==> config.mk <==
export PLATFORM = sky130hd
export DESIGN_NAME = fourier_harmonic_sequencer
export DESIGN_NICKNAME = d
export VERILOG_FILES = /design/src/rtl/fourier_harmonic_sequencer.sv
export SDC_FILE = /design/constraint.sdc
export NUM_CORES = 1
export LEC_CHECK = 0
export CAP_MARGIN = 20
export CORE_MARGIN = 4
export CORE_UTILIZATION = 45
export CTS_CLUSTER_SIZE = 14
export DETAILED_ROUTE_END_ITERATION = 16
export MAX_ROUTING_LAYER = met4
export SKIP_LAST_GASP = 1
export SLEW_MARGIN = 10
export SYNTH_ARGS = -nofsm -noshare
export SYNTH_HDL_FRONTEND = slang
export SYNTH_SLANG_ARGS = --single-unit
==> constraint.sdc <==
create_clock -name clk -period 18.2 [get_ports clk]
set_clock_uncertainty 0.05 [all_clocks]
set_input_delay 4.55 -clock clk [delete_from_list [all_inputs] [get_ports clk]]
set_output_delay 4.55 -clock clk [all_outputs]
set_load 0.01 [all_outputs]
==> src/rtl/fourier_harmonic_sequencer.sv <==
// rtl/fourier_harmonic_sequencer.sv - time-multiplexed odd-harmonic square-wave sample sequencer
//
// Purpose: on each accepted sample tick, walks one shared sine LUT port through
// harmonics n = 1,3,5,... and accumulates (lut_data * round(1024/n)) >>> 10 into
// one signed sample. Owns the fundamental phase accumulator.
//
// Ports:
//   clk, rst_n            clock (rising edge), asynchronous active-low reset
//   enable, sample_tick   tick is accepted only when idle and enabled
//   phase_step, num_harm  sampled on the accept cycle only
//   lut_en, lut_addr      LUT read strobe/address (one read per harmonic)
//   lut_data              signed LUT data, valid one cycle after lut_en
//   busy                  high whenever a sample is in flight
//   sample_out            summed sample, held until the next result
//   sample_valid          one-cycle pulse when sample_out updates
//   overrun               one-cycle pulse after a tick rejected while busy
//   ovr_count             saturating overrun count (FOURIER_SEQ_OVR_CNT_EN only)
//
// Build option: define FOURIER_SEQ_OVR_CNT_EN to add the ovr_count output.

module fourier_harmonic_sequencer #(
    parameter int PHASE_WIDTH   = 16,
    parameter int LUT_BITS      = 12,
    parameter int MAX_HARMONICS = 8,
    parameter int HW            = 4,
    parameter int ACC_W         = 16
) (
    input  logic                   clk,
    input  logic                   rst_n,
    input  logic                   enable,
    input  logic                   sample_tick,
    input  logic [PHASE_WIDTH-1:0] phase_step,
    input  logic [HW-1:0]          num_harm,
    output logic                   lut_en,
    output logic [LUT_BITS-1:0]    lut_addr,
    input  logic [8:0]             lut_data,
    output logic                   busy,
    output logic [ACC_W-1:0]       sample_out,
    output logic                   sample_valid,
`ifdef FOURIER_SEQ_OVR_CNT_EN
    output logic [7:0]             ovr_count,
`endif
    output logic                   overrun
);

    localparam int IDX_W = (MAX_HARMONICS > 1) ? $clog2(MAX_HARMONICS) : 1;

    localparam logic [1:0] IDLE  = 2'd0;
    localparam logic [1:0] RUN   = 2'd1;
    localparam logic [1:0] DRAIN = 2'd2;
    localparam logic [1:0] DONE  = 2'd3;

    // Rounded reciprocal of harmonic n = 2h+1 in Q10.
    function automatic logic [10:0] recip(input int h);
        int n;
        n = 2 * h + 1;
        return 11'((1024 + (n >> 1)) / n);
    endfunction

    logic [10:0] r_tab [MAX_HARMONICS];
    for (genvar g = 0; g < MAX_HARMONICS; g++) begin : g_rtab
        assign r_tab[g] = recip(g);
    end

    logic [1:0]             state_q, state_d;
    logic [PHASE_WIDTH-1:0] phase_acc_q, phase_acc_d;
    logic [PHASE_WIDTH-1:0] hstep_q, hstep_d;     // 2 * cur_phase, the per-harmonic phase stride
    logic [PHASE_WIDTH-1:0] hphase_q, hphase_d;
    logic [IDX_W-1:0]       issue_q, issue_d;
    logic [IDX_W-1:0]       h_last_q, h_last_d;
    logic [ACC_W-1:0]       acc_q, acc_d;
    logic [ACC_W-1:0]       sample_out_q, sample_out_d;
    logic                   rd_pend_q;            // a LUT read issued last cycle returns now
    logic [IDX_W-1:0]       rd_idx_q;
    logic                   overrun_q;

    logic                   accept;
    logic                   ovr_set;
    logic [HW-1:0]          h_eff;
    logic signed [20:0]     prod;
    logic [ACC_W-1:0]       term;
    logic [ACC_W-1:0]       acc_sum;

    assign accept  = (state_q == IDLE) && enable && sample_tick;
    assign ovr_set = (state_q != IDLE) && enable && sample_tick;

    always_comb begin
        h_eff = num_harm;
        if (num_harm == '0) begin
            h_eff = HW'(1);
        end else if (num_harm > HW'(MAX_HARMONICS)) begin
            h_eff = HW'(MAX_HARMONICS);
        end
    end

    // Arithmetic shift of the signed product gives floor rounding.
    assign prod    = $signed(lut_data) * $signed({1'b0, r_tab[rd_idx_q]});
    assign term    = ACC_W'(prod >>> 10);
    assign acc_sum = acc_q + (rd_pend_q ? term : '0);

    always_comb begin
        state_d      = state_q;
        phase_acc_d  = phase_acc_q;
        hstep_d      = hstep_q;
        hphase_d     = hphase_q;
        issue_d      = issue_q;
        h_last_d     = h_last_q;
        acc_d        = acc_q;
        sample_out_d = sample_out_q;
        case (state_q)
            IDLE: begin
                if (accept) begin
                    state_d     = RUN;
                    hphase_d    = phase_acc_q;
                    hstep_d     = {phase_acc_q[PHASE_WIDTH-2:0], 1'b0};
                    phase_acc_d = phase_acc_q + phase_step;
                    acc_d       = '0;
                    issue_d     = '0;
                    h_last_d    = IDX_W'(h_eff - HW'(1));
                end
            end
            RUN: begin
                acc_d    = acc_sum;
                hphase_d = hphase_q + hstep_q;
                if (issue_q == h_last_q) begin
                    state_d = DRAIN;
                end else begin
                    issue_d = issue_q + IDX_W'(1);
                end
            end
            DRAIN: begin
                acc_d        = acc_sum;
                sample_out_d = acc_sum;
                state_d      = DONE;
            end
            default: begin
                state_d = IDLE;
            end
        endcase
    end

    always_ff @(posedge clk or negedge rst_n) begin
        if (!rst_n) begin
            state_q      <= IDLE;
            phase_acc_q  <= '0;
            hstep_q      <= '0;
            hphase_q     <= '0;
            issue_q      <= '0;
            h_last_q     <= '0;
            acc_q        <= '0;
            sample_out_q <= '0;
            rd_pend_q    <= 1'b0;
            rd_idx_q     <= '0;
            overrun_q    <= 1'b0;
        end else begin
            state_q      <= state_d;
            phase_acc_q  <= phase_acc_d;
            hstep_q      <= hstep_d;
            hphase_q     <= hphase_d;
            issue_q      <= issue_d;
            h_last_q     <= h_last_d;
            acc_q        <= acc_d;
            sample_out_q <= sample_out_d;
            rd_pend_q    <= (state_q == RUN);
            rd_idx_q     <= issue_q;
            overrun_q    <= ovr_set;
        end
    end

`ifdef FOURIER_SEQ_OVR_CNT_EN
    logic [7:0] ovr_cnt_q;
    always_ff @(posedge clk or negedge rst_n) begin
        if (!rst_n) begin
            ovr_cnt_q <= 8'd0;
        end else if (ovr_set && (ovr_cnt_q != 8'hFF)) begin
            ovr_cnt_q <= ovr_cnt_q + 8'd1;
        end
    end
    assign ovr_count = ovr_cnt_q;
`endif

    assign lut_en       = (state_q == RUN);
    assign lut_addr     = (state_q == RUN) ? hphase_q[PHASE_WIDTH-1 -: LUT_BITS] : '0;
    assign busy         = (state_q != IDLE);
    assign sample_valid = (state_q == DONE);
    assign sample_out   = sample_out_q;
    assign overrun      = overrun_q;

endmodule

==> results of run 1 <==
[sequential cells by signal, indices dropped and copies added (netlist names)]
| register | count |
|---|---|
| state_q | 2 |
| hphase_q | 15 |
| h_last_q | 3 |
| rd_pend_q | 1 |
| acc_q | 16 |
| hstep_q | 15 |
| rd_idx_q | 3 |
| sample_out | 16 |
| overrun | 1 |
| phase_acc_q | 16 |
| issue_q | 3 |
[final cells by class]
class | instances | area (um^2)
fillers | 1833 | 9368
flip-flops and latches | 91 | 2277
clock inverters | 4 | 51.30
clock buffers | 12 | 236.5
inverters | 96 | 360.3
well taps | 265 | 331.6
repair buffers | 72 | 698.2
multi-input cells | 756 | 6140
[layer usage]
metal,wire length (um),up-vias
li1,-,3403
met1,10210,3167
met2,8313,93
met3,447,16
met4,240,0
met5,0,-
[worst register-to-register path: cells and delay by family, from the launching register on]
| family | cells | cell delay, ps |
|---|---|---|
| simple gates | 9 | 1840 |
| buf+inv | 3 | 350 |
| fa+ha+maj | 8 | 3730 |
| flops | 1 | 390 |
| xor+xnor | 1 | 200 |
| compound gates | 8 | 1740 |
| mux | 1 | 280 |
[final timing paths]
path,start,to,slack (ps),cells past startpoint
worst min register to register,issue_q[2],rd_idx_q[2],410,0
max in group asynchronous,rst_n,sample_out[7],12850,2
worst max register to register,rd_idx_q[1],sample_out[15],9550,30
worst max-delay path,lut_data[2],sample_out[15],6190,26
min in group asynchronous,rst_n,hphase_q[10],4050,1
worst min-delay path,issue_q[2],rd_idx_q[2],410,0
[cells by family after synthesis]
group | count (synthesis) | share of synthesized area
adder cells (fa/ha/maj) | 173 | 0.2928
flip-flops | 91 | 0.2565
AO/OA/AOI/OAI | 180 | 0.1339
AND/OR/NAND/NOR | 332 | 0.1876
buffers and inverters | 123 | 0.05257
XOR/XNOR | 44 | 0.04340
multiplexers | 27 | 0.03326
[placed cells by master, fill, tap and decap left out, drive strengths merged, types with 7 or more instances in the layout]
cell / n
fa: 58
a22o: 13
ha: 115
or3: 16
nand2: 126
nand2b: 9
clkdlybuf4s50: 63
nor3: 15
and3: 8
a21oi: 45
xnor2: 26
a21o: 13
mux2i: 10
buf: 9
mux2: 17
nand3: 14
nor2: 56
dfrtp: 91
and2: 53
clkbuf: 12
inv: 96
nor2b: 18
o21bai: 7
xor2: 18
o21ai: 54
[stage by stage]
| stage | instances | setup WS, ps |
|---|---|---|
| CTS | 1296 | 6155 |
| finish | 1296 | 6187 |
| detailed placement | 1280 | 5836 |
| global route | 1296 | 5725 |
| global placement | 1280 | 5971 |
| floorplan | 970 | 6741 |
==> impl_results.html, run 1 <==
<table>
<tr><th>Metric</th><th>Value</th></tr>
<tr><th colspan="2">Run status</th></tr>
<tr><td>Result of the run</td><td>finished clean</td></tr>
<tr><th colspan="2">Clock tree</th></tr>
<tr><td>Quantity of hold-fixing buffers added after cts</td><td>0</td></tr>
<tr><td>Number of buffers on the longest clock path</td><td>2</td></tr>
<tr><td>Clock sinks</td><td>91</td></tr>
<tr><td>Insertion delay of the later-clocked pin in the worst-skew pair</td><td>340 ps</td></tr>
<tr><td>Clock buffers created by TritonCTS</td><td>9</td></tr>
<tr><td>Clock Tree Root</td><td>clkbuf_16</td></tr>
<tr><td>CTS tree</td><td>built</td></tr>
<tr><td>Clock slew seen by the registers of the worst setup and hold paths</td><td>60 ps</td></tr>
<tr><td>CTS H-Tree Depth</td><td>3</td></tr>
<tr><td># Post-CTS Setup Buffers</td><td>0</td></tr>
<tr><td>Number of gates resized after CTS</td><td>0</td></tr>
<tr><th colspan="2">Place</th></tr>
<tr><td>Port bufs</td><td>64</td></tr>
<tr><td>GPL Wtd Cong</td><td>0.8713</td></tr>
<tr><td>Placed standard-cell area</td><td>9807 um^2</td></tr>
<tr><td>DP Wirelength</td><td>14860 um</td></tr>
<tr><th colspan="2">Layout</th></tr>
<tr><td>Final design area excluding fillers</td><td>10090 um^2</td></tr>
<tr><td>Final core utilization</td><td>0.5187</td></tr>
<tr><td>Antenna fix cells</td><td>0</td></tr>
<tr><td>Final net count</td><td>1232</td></tr>
<tr><td>Layout overhead on the synthesized area</td><td>13.70%</td></tr>
<tr><td>Share of layout cells above drive strength 1</td><td>0.05335</td></tr>
<tr><th colspan="2">Critical path</th></tr>
<tr><td>Buffers and inverters on the worst path</td><td>2</td></tr>
<tr><td>Slowest cell on crit path</td><td>clkdlybuf4s50_1</td></tr>
<tr><td>Type of origin of the critical path</td><td>input port</td></tr>
<tr><td>Critical-path maximum fanout</td><td>10</td></tr>
<tr><td>Worst path top cell family by delay</td><td>adder cells</td></tr>
<tr><td>Max incr delay on CP</td><td>670 ps</td></tr>
<tr><td>Startpoint-to-endpoint class of the critical path</td><td>in -&gt; reg</td></tr>
<tr><td>CP required</td><td>18400 ps</td></tr>
<tr><td>Cell repeated most along the worst path</td><td>fa_1</td></tr>
<tr><td>Data arrival time of the worst path</td><td>12220 ps</td></tr>
<tr><td>Sort of element at the end of the critical path</td><td>flip-flop</td></tr>
<tr><th colspan="2">Logic synthesis</th></tr>
<tr><td>Post-synthesis cell type count</td><td>69</td></tr>
<tr><td>Post-Syn Area</td><td>8879 um^2</td></tr>
<tr><td>Dominant cell by count in the synthesized netlist</td><td>nand2_1</td></tr>
<tr><td>Most used standard cells in the synthesized netlist</td><td>nand2_1 (126), ha_1 (115), inv_1 (96)</td></tr>
<tr><td>Number of synthesized flops with an enable pin</td><td>0</td></tr>
<tr><td>Top_reg_cell synth</td><td>dfrtp_1</td></tr>
<tr><td>Post-Synthesis Net Count</td><td>1176</td></tr>
<tr><td>Syn avg cell area</td><td>9.153 um^2</td></tr>
<tr><td>YS warnings</td><td>0</td></tr>
<tr><td>Post-synthesis cell count</td><td>970</td></tr>
<tr><td>Share of the yosys chip area belonging to registers</td><td>0.2565</td></tr>
<tr><td>Yosys reg bits</td><td>91</td></tr>
<tr><td>Synth area leaders</td><td>dfrtp_1 (26%), ha_1 (16%), fa_1 (13%)</td></tr>
<tr><td>Share of the synthesized area in the top cell type</td><td>0.2565</td></tr>
<tr><td>Share of synthesized registers carrying an async set or reset</td><td>1.000</td></tr>
<tr><td>Post-synthesis cell type with the largest combined area</td><td>dfrtp_1</td></tr>
<tr><th colspan="2">Timing</th></tr>
<tr><td>Sum Neg Setup Slack</td><td>0 ps</td></tr>
<tr><td>Slew Limit Fails</td><td>0</td></tr>
<tr><td>Maximum clock frequency</td><td>83.24 MHz</td></tr>
<tr><td>Transition time of the tightest slew-check pin</td><td>912.9 ps</td></tr>
<tr><td>Post-layout minimum cycle time</td><td>12010 ps</td></tr>
<tr><td>Number of endpoints failing setup at the final stage</td><td>0</td></tr>
<tr><td>Relative max-transition margin</td><td>0.3873</td></tr>
<tr><td>Worst Hold Slack</td><td>408.2 ps</td></tr>
<tr><td>Final cycle utilization of the critical path</td><td>0.6601</td></tr>
<tr><td>RSZ-0062 raised after global routing</td><td>false</td></tr>
<tr><td>Final Hold Violating Endpoints</td><td>0</td></tr>
<tr><th colspan="2">Global routing</th></tr>
<tr><td>Most used routing layer</td><td>met2</td></tr>
<tr><td>All-Layer GR Usage</td><td>0.1881</td></tr>
<tr><td>Global routing usage on met2</td><td>0.2812</td></tr>
<tr><td>Antenna violations before repair</td><td>0</td></tr>
<tr><td>Grt total ovfl</td><td>0</td></tr>
<tr><td>Global routing usage on met1</td><td>0.2784</td></tr>
<tr><td>Met3 global-route usage</td><td>0.01950</td></tr>
<tr><td>Wire length of the first global-routing pass</td><td>33270 um</td></tr>
<tr><td>Largest net degree at the start of global routing</td><td>71</td></tr>
<tr><td>Vias in the first global route</td><td>6725</td></tr>
<tr><th colspan="2">Detailed routing</th></tr>
<tr><td>Number of nets with antenna violations after routing</td><td>0</td></tr>
<tr><td>DR iter-0 viols</td><td>309</td></tr>
<tr><td>Via count</td><td>6679</td></tr>
<tr><td>Overall routed net length</td><td>19210 um</td></tr>
<tr><td>Count of unresolved DRC violations after routing</td><td>0</td></tr>
<tr><td>Iteration count of the initial detailed-routing pass</td><td>5</td></tr>
<tr><td>Vias per std cell</td><td>5.154</td></tr>
<tr><td>Detail-routed net length per standard cell</td><td>14.82 um</td></tr>
<tr><th colspan="2">Job</th></tr>
<tr><td># Max-Cap Violations</td><td>0</td></tr>
<tr><th colspan="2">Die</th></tr>
<tr><td>Effective utilization at floorplan</td><td>0.4562</td></tr>
<tr><td>Die Y</td><td>148.5 um</td></tr>
<tr><td>Boundary pin count</td><td>65</td></tr>
<tr><td>Placeable core region</td><td>19460 um^2</td></tr>
<tr><td>Die X-Extent</td><td>148.5 um</td></tr>
<tr><td>Std cell rows</td><td>51</td></tr>
<tr><td>Full die area</td><td>22040 um^2</td></tr>
<tr><th colspan="2">Hold path</th></tr>
<tr><td>Classification of the worst-slack hold path</td><td>reg -&gt; reg</td></tr>
</table>
Power of run 1 is not shown: default switching activity piles up to over one toggle a cycle in this logic, so the estimate is an artifact.
==> run 2, diff against run 1 <==
--- a/config.mk
+++ b/config.mk
@@ -11,6 +11,7 @@
 export CTS_CLUSTER_SIZE = 14
 export DETAILED_ROUTE_END_ITERATION = 16
 export MAX_ROUTING_LAYER = met4
+export PLACE_DENSITY = 0.66
 export SKIP_LAST_GASP = 1
 export SLEW_MARGIN = 10
 export SYNTH_ARGS = -nofsm -noshare
==> constraint.sdc (replaced) <==
create_clock -name clk -period 10.7 [get_ports clk]
set_clock_uncertainty 0.05 [all_clocks]
set_input_delay 2.675 -clock clk [delete_from_list [all_inputs] [get_ports clk]]
set_output_delay 2.675 -clock clk [all_outputs]
set_load 0.01 [all_outputs]
==> run 2 against run 1 <==
  * Die area stayed put
  * Register-to-register slack lost 7900 ps
  * Via count rose by 1.1%
  * Sequential share of layout area down 0.15 points
  * Non-clock buffer count increased by 3
  * Core utilization is 0.35 points higher
  * Highest routed layer unchanged
  * Critical path depth unchanged
  * Clock-buffer cell count shrank 3
  * Cell area is 0.68% higher
==> impl_results.html, run 2 (same netlist as run 1, synthesis figures left out) <==
<table>
<tr><th>Metric</th><th>Value</th></tr>
<tr><th colspan="2">Run status</th></tr>
<tr><td>Result of the run</td><td>finished clean</td></tr>
<tr><th colspan="2">Critical path</th></tr>
<tr><td>Path depth of the worst reg2reg path</td><td>29 (-3.3%)</td></tr>
<tr><td>CP required</td><td>10900 ps (-7500 ps)</td></tr>
<tr><td>Startpoint-to-endpoint class of the critical path</td><td>in -&gt; reg</td></tr>
<tr><td>Data arrival time of the worst path</td><td>10330 ps (-1890 ps)</td></tr>
<tr><td>Critical-path maximum fanout</td><td>10 (unchanged)</td></tr>
<tr><td>Worst setup path end</td><td>sample_out[15]</td></tr>
<tr><td>Sort of element at the end of the critical path</td><td>flip-flop</td></tr>
<tr><td>Reg-to-Reg End</td><td>sample_out[15]</td></tr>
<tr><td>Register-to-register setup slack</td><td>1680 ps (-7870 ps)</td></tr>
<tr><td>Type of origin of the critical path</td><td>input port</td></tr>
<tr><td>Reg2reg start</td><td>rd_idx_q[1]</td></tr>
<tr><td>Crit path launch</td><td>lut_data[2]</td></tr>
<tr><th colspan="2">Clock tree</th></tr>
<tr><td>Insertion delay of the later-clocked pin in the worst-skew pair</td><td>330 ps (about the same)</td></tr>
<tr><td>Clock slew seen by the registers of the worst setup and hold paths</td><td>60 ps (about the same)</td></tr>
<tr><td>Quantity of hold-fixing buffers added after cts</td><td>0 (unchanged)</td></tr>
<tr><td>CTS tree</td><td>built</td></tr>
<tr><td># Post-CTS Setup Buffers</td><td>0 (unchanged)</td></tr>
<tr><td>Number of gates resized after CTS</td><td>0 (unchanged)</td></tr>
<tr><td>Number of buffers on the longest clock path</td><td>2 (unchanged)</td></tr>
<tr><td>CTS H-Tree Depth</td><td>3 (unchanged)</td></tr>
<tr><td>Clock sinks</td><td>91 (unchanged)</td></tr>
<tr><td>Clock buffers created by TritonCTS</td><td>9 (unchanged)</td></tr>
<tr><td>Clock Tree Root</td><td>clkbuf_16</td></tr>
<tr><th colspan="2">Timing</th></tr>
<tr><td>Final cycle utilization of the critical path</td><td>0.9463</td></tr>
<tr><td>Final Hold Violating Endpoints</td><td>0 (unchanged)</td></tr>
<tr><td>Number of endpoints failing setup at the final stage</td><td>0 (unchanged)</td></tr>
<tr><td>Worst Hold Slack</td><td>422.5 ps (+14.30 ps)</td></tr>
<tr><td>Post-layout minimum cycle time</td><td>10130 ps</td></tr>
<tr><td>Maximum clock frequency</td><td>98.76 MHz</td></tr>
<tr><td>Slew Limit Fails</td><td>0 (unchanged)</td></tr>
<tr><td>RSZ-0062 raised after global routing</td><td>false</td></tr>
<tr><td>Sum Neg Setup Slack</td><td>0 ps (unchanged)</td></tr>
<tr><td>Final critical-path setup slack</td><td>574.6 ps (-5612 ps)</td></tr>
<tr><td>Relative max-transition margin</td><td>0.3504 (-0.03697)</td></tr>
<tr><td>Transition time of the tightest slew-check pin</td><td>947.4 ps (+34.48 ps)</td></tr>
<tr><th colspan="2">Layout</th></tr>
<tr><td>Most common library cell in the layout ignoring fill and taps</td><td>nand2_1</td></tr>
<tr><td>Area taken by flip-flops and latches</td><td>2277 um^2 (unchanged)</td></tr>
<tr><td>Share of layout cells above drive strength 1</td><td>0.05996 (+0.006615)</td></tr>
<tr><td>Area occupied by multi-input gates</td><td>6143 um^2 (about the same)</td></tr>
<tr><td>Number of inserted filler cells in the final layout</td><td>1807 (-1.4%)</td></tr>
<tr><td>Final net count</td><td>1235 (+0.24%)</td></tr>
<tr><td>Final core utilization</td><td>0.5222 (+0.003536)</td></tr>
<tr><td>Layout overhead on the synthesized area</td><td>14.47%</td></tr>
<tr><td>Antenna fix cells</td><td>0 (unchanged)</td></tr>
<tr><td>Top library cells by usage in the layout, fill and taps aside</td><td>nand2_1 (126), ha_1 (115), inv_1 (96)</td></tr>
<tr><th colspan="2">Place</th></tr>
<tr><td>DP Wirelength</td><td>14720 um (-0.94%)</td></tr>
<tr><td>Port bufs</td><td>64 (unchanged)</td></tr>
<tr><td>Worst slack, placed</td><td>245.8 ps (-5591 ps)</td></tr>
<tr><td>GPL Wtd Cong</td><td>0.9191 (+5.5%)</td></tr>
<tr><th colspan="2">Detailed routing</th></tr>
<tr><td>Number of nets with antenna violations after routing</td><td>0 (unchanged)</td></tr>
<tr><td>Count of unresolved DRC violations after routing</td><td>0 (unchanged)</td></tr>
<tr><td>Detail-routed net length per standard cell</td><td>14.72 um (-0.69%)</td></tr>
<tr><td>DR iter-0 viols</td><td>272 (-12%)</td></tr>
<tr><td>Via count</td><td>6752 (+1.1%)</td></tr>
<tr><td>Iteration count of the initial detailed-routing pass</td><td>5 (unchanged)</td></tr>
<tr><td>Vias per std cell</td><td>5.198 (+0.86%)</td></tr>
<tr><td>Overall routed net length</td><td>19120 um (-0.46%)</td></tr>
<tr><th colspan="2">Hold path</th></tr>
<tr><td>Classification of the worst-slack hold path</td><td>reg -&gt; reg</td></tr>
<tr><th colspan="2">Die</th></tr>
<tr><td>Std cell rows</td><td>51 (unchanged)</td></tr>
<tr><td>Die Y</td><td>148.5 um (unchanged)</td></tr>
<tr><td>Die X-Extent</td><td>148.5 um (unchanged)</td></tr>
<tr><td>Full die area</td><td>22040 um^2 (unchanged)</td></tr>
<tr><td>Effective utilization at floorplan</td><td>0.4562 (unchanged)</td></tr>
<tr><td>Boundary pin count</td><td>65 (unchanged)</td></tr>
<tr><td>Placeable core region</td><td>19460 um^2 (unchanged)</td></tr>
<tr><th colspan="2">Global routing</th></tr>
<tr><td>Grt total ovfl</td><td>0 (unchanged)</td></tr>
<tr><td>Wire length of the first global-routing pass</td><td>33190 um (-0.25%)</td></tr>
<tr><td>Vias in the first global route</td><td>6810 (+1.3%)</td></tr>
<tr><td>Largest net degree at the start of global routing</td><td>57 (-20%)</td></tr>
<tr><td>All-Layer GR Usage</td><td>0.1867 (-0.001337)</td></tr>
<tr><td>Antenna violations before repair</td><td>0 (unchanged)</td></tr>
<tr><th colspan="2">Job</th></tr>
<tr><td># Max-Cap Violations</td><td>0 (unchanged)</td></tr>
</table>
==> run 2: changes by cell type in the layout (fill, tap and decap cells not counted) <==
cell | previous run | this run
clkbuf_1 | 3 | 0
buf_4 | 9 | 11
clkinvlp_4 | 1 | 3
a21oi_1 | 44 | 43
a21oi_2 | 0 | 1
buf_12 | 0 | 1
bufinv_16 | 1 | 2
clkinv_2 | 1 | 2
clkinv_4 | 1 | 0
==> run 2: worst min path at each step <==
| stage | startpoint | to | slack, ps | cells past startpoint |
|---|---|---|---|---|
| finish | issue_q[1] | rd_idx_q[1] | 420 | 0 |
| CTS | issue_q[2] | rd_idx_q[2] | 420 | 0 |
| floorplan | issue_q[2] | rd_idx_q[2] | 360 | 0 |
| global placement | issue_q[2] | rd_idx_q[2] | 390 | 0 |
| global route | issue_q[2] | rd_idx_q[2] | 450 | 0 |
| detailed placement | issue_q[2] | rd_idx_q[2] | 410 | 0 |
==> run 2: stage by stage <==
step,cell area [um^2],std cells
2_1_floorplan,8879,970
4_1_cts,10140,1298
3_5_place_dp,9826,1282
5_1_grt,10160,1299
3_3_place_gp,9826,1282
6_report,10160,1299
==> run 2: cell type report <==
| cell class | count | share of cell area |
|---|---|---|
| Clock buffer | 9 | 0.02216 |
| Clock inverter | 7 | 0.009110 |
| Inverter | 96 | 0.03545 |
| Multi-Input combinational cell | 756 | 0.6045 |
| Sequential cell | 91 | 0.2241 |
| Tap cell | 265 | 0.03262 |
| Timing Repair Buffer | 75 | 0.07214 |
==> run 2: critical path, cell delays in order <==
cell	delay [ps]
clkdlybuf4s50_1	650
o21ai_0	200
fa_1	560
inv_1	50
fa_1	520
fa_1	440
fa_1	570
fa_1	450
ha_1	240
or3_4	410
a2111oi_4	410
nor3_4	90
or3_1	410
a311oi_1	350
xor2_1	180
nor2_1	80
ha_1	360
a21o_1	190
a21oi_1	200
nand3b_1	150
o2111ai_1	120
o211ai_1	170
nor2_1	90
mux2_4	290
or3_1	340
a31oi_1	160
==> run 2: per-layer routing <==
layer | vias up | routed length, um | track usage
met5 | - | 0 | -
met4 | 0 | 288 | 0.04111
met3 | 18 | 596 | 0.01828
met2 | 139 | 8511 | 0.2885
met1 | 3194 | 9722 | 0.2691
li1 | 3401 | - | -
Power of run 2 is left out for the same reason.
==> run 3, diff against run 2 <==
--- a/config.mk
+++ b/config.mk
@@ -13,7 +13,7 @@
 export MAX_ROUTING_LAYER = met4
 export PLACE_DENSITY = 0.66
 export SKIP_LAST_GASP = 1
-export SLEW_MARGIN = 10
+export SLEW_MARGIN = 20
 export SYNTH_ARGS = -nofsm -noshare
 export SYNTH_HDL_FRONTEND = slang
 export SYNTH_SLANG_ARGS = --single-unit
==> run 3 against run 2 <==
  * Cell area is the same
  * Worst hold slack lost 6.0 ps
  * Fmax hardly changed
  * Global-route usage did not move
  * Register-to-register slack about the same
  * Worst setup slack worse by 1.4 ps
  * Routed wire length decreased by 0.16%
  * First-iteration DRC count shrank 11%
  * Critical path depth unchanged
  * Highest routed layer unchanged
==> impl_results.html, run 3 (same netlist as run 1, synthesis figures left out) <==
<table>
<tr><th>Metric</th><th>Value</th></tr>
<tr><th colspan="2">Run status</th></tr>
<tr><td>Result of the run</td><td>finished clean</td></tr>
<tr><th colspan="2">Place</th></tr>
<tr><td>Placed standard-cell area</td><td>9826 um^2 (unchanged)</td></tr>
<tr><td>Worst slack, placed</td><td>245.8 ps (unchanged)</td></tr>
<tr><td>Port bufs</td><td>64 (unchanged)</td></tr>
<tr><td>DP Wirelength</td><td>14720 um (unchanged)</td></tr>
<tr><td>GPL Wtd Cong</td><td>0.9191 (unchanged)</td></tr>
<tr><th colspan="2">Clock tree</th></tr>
<tr><td>CTS H-Tree Depth</td><td>3 (unchanged)</td></tr>
<tr><td>Clock slew seen by the registers of the worst setup and hold paths</td><td>60 ps (about the same)</td></tr>
<tr><td>Number of buffers on the longest clock path</td><td>2 (unchanged)</td></tr>
<tr><td>Quantity of hold-fixing buffers added after cts</td><td>0 (unchanged)</td></tr>
<tr><td>Clock sinks</td><td>91 (unchanged)</td></tr>
<tr><td>Clock buffers created by TritonCTS</td><td>9 (unchanged)</td></tr>
<tr><td>Number of gates resized after CTS</td><td>0 (unchanged)</td></tr>
<tr><td>Clock Tree Root</td><td>clkbuf_16</td></tr>
<tr><td>Insertion delay of the later-clocked pin in the worst-skew pair</td><td>330 ps (about the same)</td></tr>
<tr><td># Post-CTS Setup Buffers</td><td>0 (unchanged)</td></tr>
<tr><td>CTS tree</td><td>built</td></tr>
<tr><th colspan="2">Die</th></tr>
<tr><td>Die Y</td><td>148.5 um (unchanged)</td></tr>
<tr><td>Full die area</td><td>22040 um^2 (unchanged)</td></tr>
<tr><td>Effective utilization at floorplan</td><td>0.4562 (unchanged)</td></tr>
<tr><td>Std cell rows</td><td>51 (unchanged)</td></tr>
<tr><td>Placeable core region</td><td>19460 um^2 (unchanged)</td></tr>
<tr><td>Boundary pin count</td><td>65 (unchanged)</td></tr>
<tr><td>Die X-Extent</td><td>148.5 um (unchanged)</td></tr>
<tr><th colspan="2">Layout</th></tr>
<tr><td>Final net count</td><td>1235 (unchanged)</td></tr>
<tr><td>Layout overhead on the synthesized area</td><td>14.47% (unchanged)</td></tr>
<tr><td>Area taken by flip-flops and latches</td><td>2277 um^2 (unchanged)</td></tr>
<tr><td>Top library cells by usage in the layout, fill and taps aside</td><td>nand2_1 (126), ha_1 (115), inv_1 (96)</td></tr>
<tr><td>Share of layout cells above drive strength 1</td><td>0.05996 (unchanged)</td></tr>
<tr><td>Most common library cell in the layout ignoring fill and taps</td><td>nand2_1</td></tr>
<tr><td>Number of inserted filler cells in the final layout</td><td>1806 (-0.055%)</td></tr>
<tr><td>Antenna fix cells</td><td>0 (unchanged)</td></tr>
<tr><td>Area occupied by multi-input gates</td><td>6143 um^2 (unchanged)</td></tr>
<tr><td>Final design area excluding fillers</td><td>10160 um^2 (unchanged)</td></tr>
<tr><th colspan="2">Detailed routing</th></tr>
<tr><td>Vias per std cell</td><td>5.200 (about the same)</td></tr>
<tr><td>Number of nets with antenna violations after routing</td><td>0 (unchanged)</td></tr>
<tr><td>Detail-routed net length per standard cell</td><td>14.69 um (-0.16%)</td></tr>
<tr><td>Iteration count of the initial detailed-routing pass</td><td>4 (-1)</td></tr>
<tr><td>Count of unresolved DRC violations after routing</td><td>0 (unchanged)</td></tr>
<tr><td>Overall routed net length</td><td>19090 um (-0.16%)</td></tr>
<tr><td>Via count</td><td>6755 (+0.044%)</td></tr>
<tr><td>DR iter-0 viols</td><td>242 (-11%)</td></tr>
<tr><th colspan="2">Critical path</th></tr>
<tr><td>Reg2reg start</td><td>rd_idx_q[1]</td></tr>
<tr><td>Sort of element at the end of the critical path</td><td>flip-flop</td></tr>
<tr><td>Data arrival time of the worst path</td><td>10330 ps (about the same)</td></tr>
<tr><td>Critical-path maximum fanout</td><td>10 (unchanged)</td></tr>
<tr><td>Cell repeated most along the worst path</td><td>fa_1</td></tr>
<tr><td>Startpoint-to-endpoint class of the critical path</td><td>in -&gt; reg</td></tr>
<tr><td>Slowest cell on crit path</td><td>clkdlybuf4s50_1</td></tr>
<tr><td>Type of origin of the critical path</td><td>input port</td></tr>
<tr><td>Crit path launch</td><td>lut_data[2]</td></tr>
<tr><td>Max incr delay on CP</td><td>650 ps (about the same)</td></tr>
<tr><td>Buffers and inverters on the worst path</td><td>2 (unchanged)</td></tr>
<tr><td>Reg-to-Reg End</td><td>sample_out[15]</td></tr>
<tr><td>Worst setup path end</td><td>sample_out[15]</td></tr>
<tr><td>CP required</td><td>10910 ps (about the same)</td></tr>
<tr><td>CP Depth</td><td>26 (unchanged)</td></tr>
<tr><td>Worst path top cell family by delay</td><td>adder cells</td></tr>
<tr><td>Register-to-register setup slack</td><td>1690 ps (about the same)</td></tr>
<tr><td>Path depth of the worst reg2reg path</td><td>29 (unchanged)</td></tr>
<tr><th colspan="2">Timing</th></tr>
<tr><td>RSZ-0062 raised after global routing</td><td>false</td></tr>
<tr><td>Transition time of the tightest slew-check pin</td><td>909.6 ps (-37.78 ps)</td></tr>
<tr><td>Final Hold Violating Endpoints</td><td>0 (unchanged)</td></tr>
<tr><td>Final critical-path setup slack</td><td>573.3 ps (-1.372 ps)</td></tr>
<tr><td>Final cycle utilization of the critical path</td><td>0.9464 (about the same)</td></tr>
<tr><td>Post-layout minimum cycle time</td><td>10130 ps (+1.372 ps)</td></tr>
<tr><td>Number of endpoints failing setup at the final stage</td><td>0 (unchanged)</td></tr>
<tr><td>Worst Hold Slack</td><td>416.5 ps (-5.960 ps)</td></tr>
<tr><td>Slew Limit Fails</td><td>0 (unchanged)</td></tr>
<tr><td>Sum Neg Setup Slack</td><td>0 ps (unchanged)</td></tr>
<tr><td>Relative max-transition margin</td><td>0.3763 (+0.02591)</td></tr>
<tr><td>Maximum clock frequency</td><td>98.75 MHz (about the same)</td></tr>
<tr><th colspan="2">Hold path</th></tr>
<tr><td>Classification of the worst-slack hold path</td><td>reg -&gt; reg</td></tr>
<tr><th colspan="2">Global routing</th></tr>
<tr><td>All-Layer GR Usage</td><td>0.1867 (unchanged)</td></tr>
<tr><td>Largest net degree at the start of global routing</td><td>57 (unchanged)</td></tr>
<tr><td>Vias in the first global route</td><td>6810 (unchanged)</td></tr>
<tr><td>Antenna violations before repair</td><td>0 (unchanged)</td></tr>
<tr><td>Wire length of the first global-routing pass</td><td>33190 um (unchanged)</td></tr>
<tr><td>Grt total ovfl</td><td>0 (unchanged)</td></tr>
<tr><th colspan="2">Job</th></tr>
<tr><td># Max-Cap Violations</td><td>0 (unchanged)</td></tr>
</table>
## run 3: cell counts in the layout (fill, tap and decap cells not counted)
Identical to the previous run, type by type.
## run 3: per-layer routing
metal | vias to the layer above | part of all wire | GRT usage | routed length [um]
met5 | - | 0 | - | 0
met4 | 0 | 0.015 | 0.04111 | 280
met3 | 18 | 0.031 | 0.01828 | 591
met2 | 118 | 0.45 | 0.2885 | 8528
met1 | 3218 | 0.51 | 0.2691 | 9687
li1 | 3401 | - | - | -
## run 3: worst min-delay path by stage
| stage | cells past startpoint | slack, ps | endpoint | start |
|---|---|---|---|---|
| 2_1_floorplan | 0 | 360 | rd_idx_q[2] | issue_q[2] |
| 3_3_place_gp | 0 | 390 | rd_idx_q[2] | issue_q[2] |
| 3_5_place_dp | 0 | 410 | rd_idx_q[2] | issue_q[2] |
| 4_1_cts | 0 | 420 | rd_idx_q[2] | issue_q[2] |
| 5_1_grt | 0 | 450 | rd_idx_q[2] | issue_q[2] |
| 6_report | 0 | 420 | rd_idx_q[2] | issue_q[2] |
## run 3: layout make-up
cell class / instances / share of cell area
clock buffer: 9 / 0.02216
clock inverter: 7 / 0.009110
inverter: 96 / 0.03545
multi-input combinational: 756 / 0.6045
sequential: 91 / 0.2241
tap: 265 / 0.03262
timing repair buffer: 75 / 0.07214
## run 3: worst reg2reg max path, delay by kind of cell, from the launching register on
family                   cells  cell delay, ps
adder cells (fa/ha/maj)      8            3750
AO/OA/AOI/OAI                8            2200
AND/OR/NAND/NOR              9            1940
flip-flops                   1             390
multiplexers                 1             290
XOR/XNOR                     1             180
buffers and inverters        2             160
## run 3: per-stage QoR
| step | utilization | std cells |
|---|---|---|
| floorplan | - | 970 |
| detailed placement | 0.5049 | 1282 |
| finish | 0.5222 | 1299 |
| CTS | 0.5212 | 1298 |
| global route | 0.5222 | 1299 |
| global placement | 0.5049 | 1282 |
Power of run 3 is left out for the same reason.
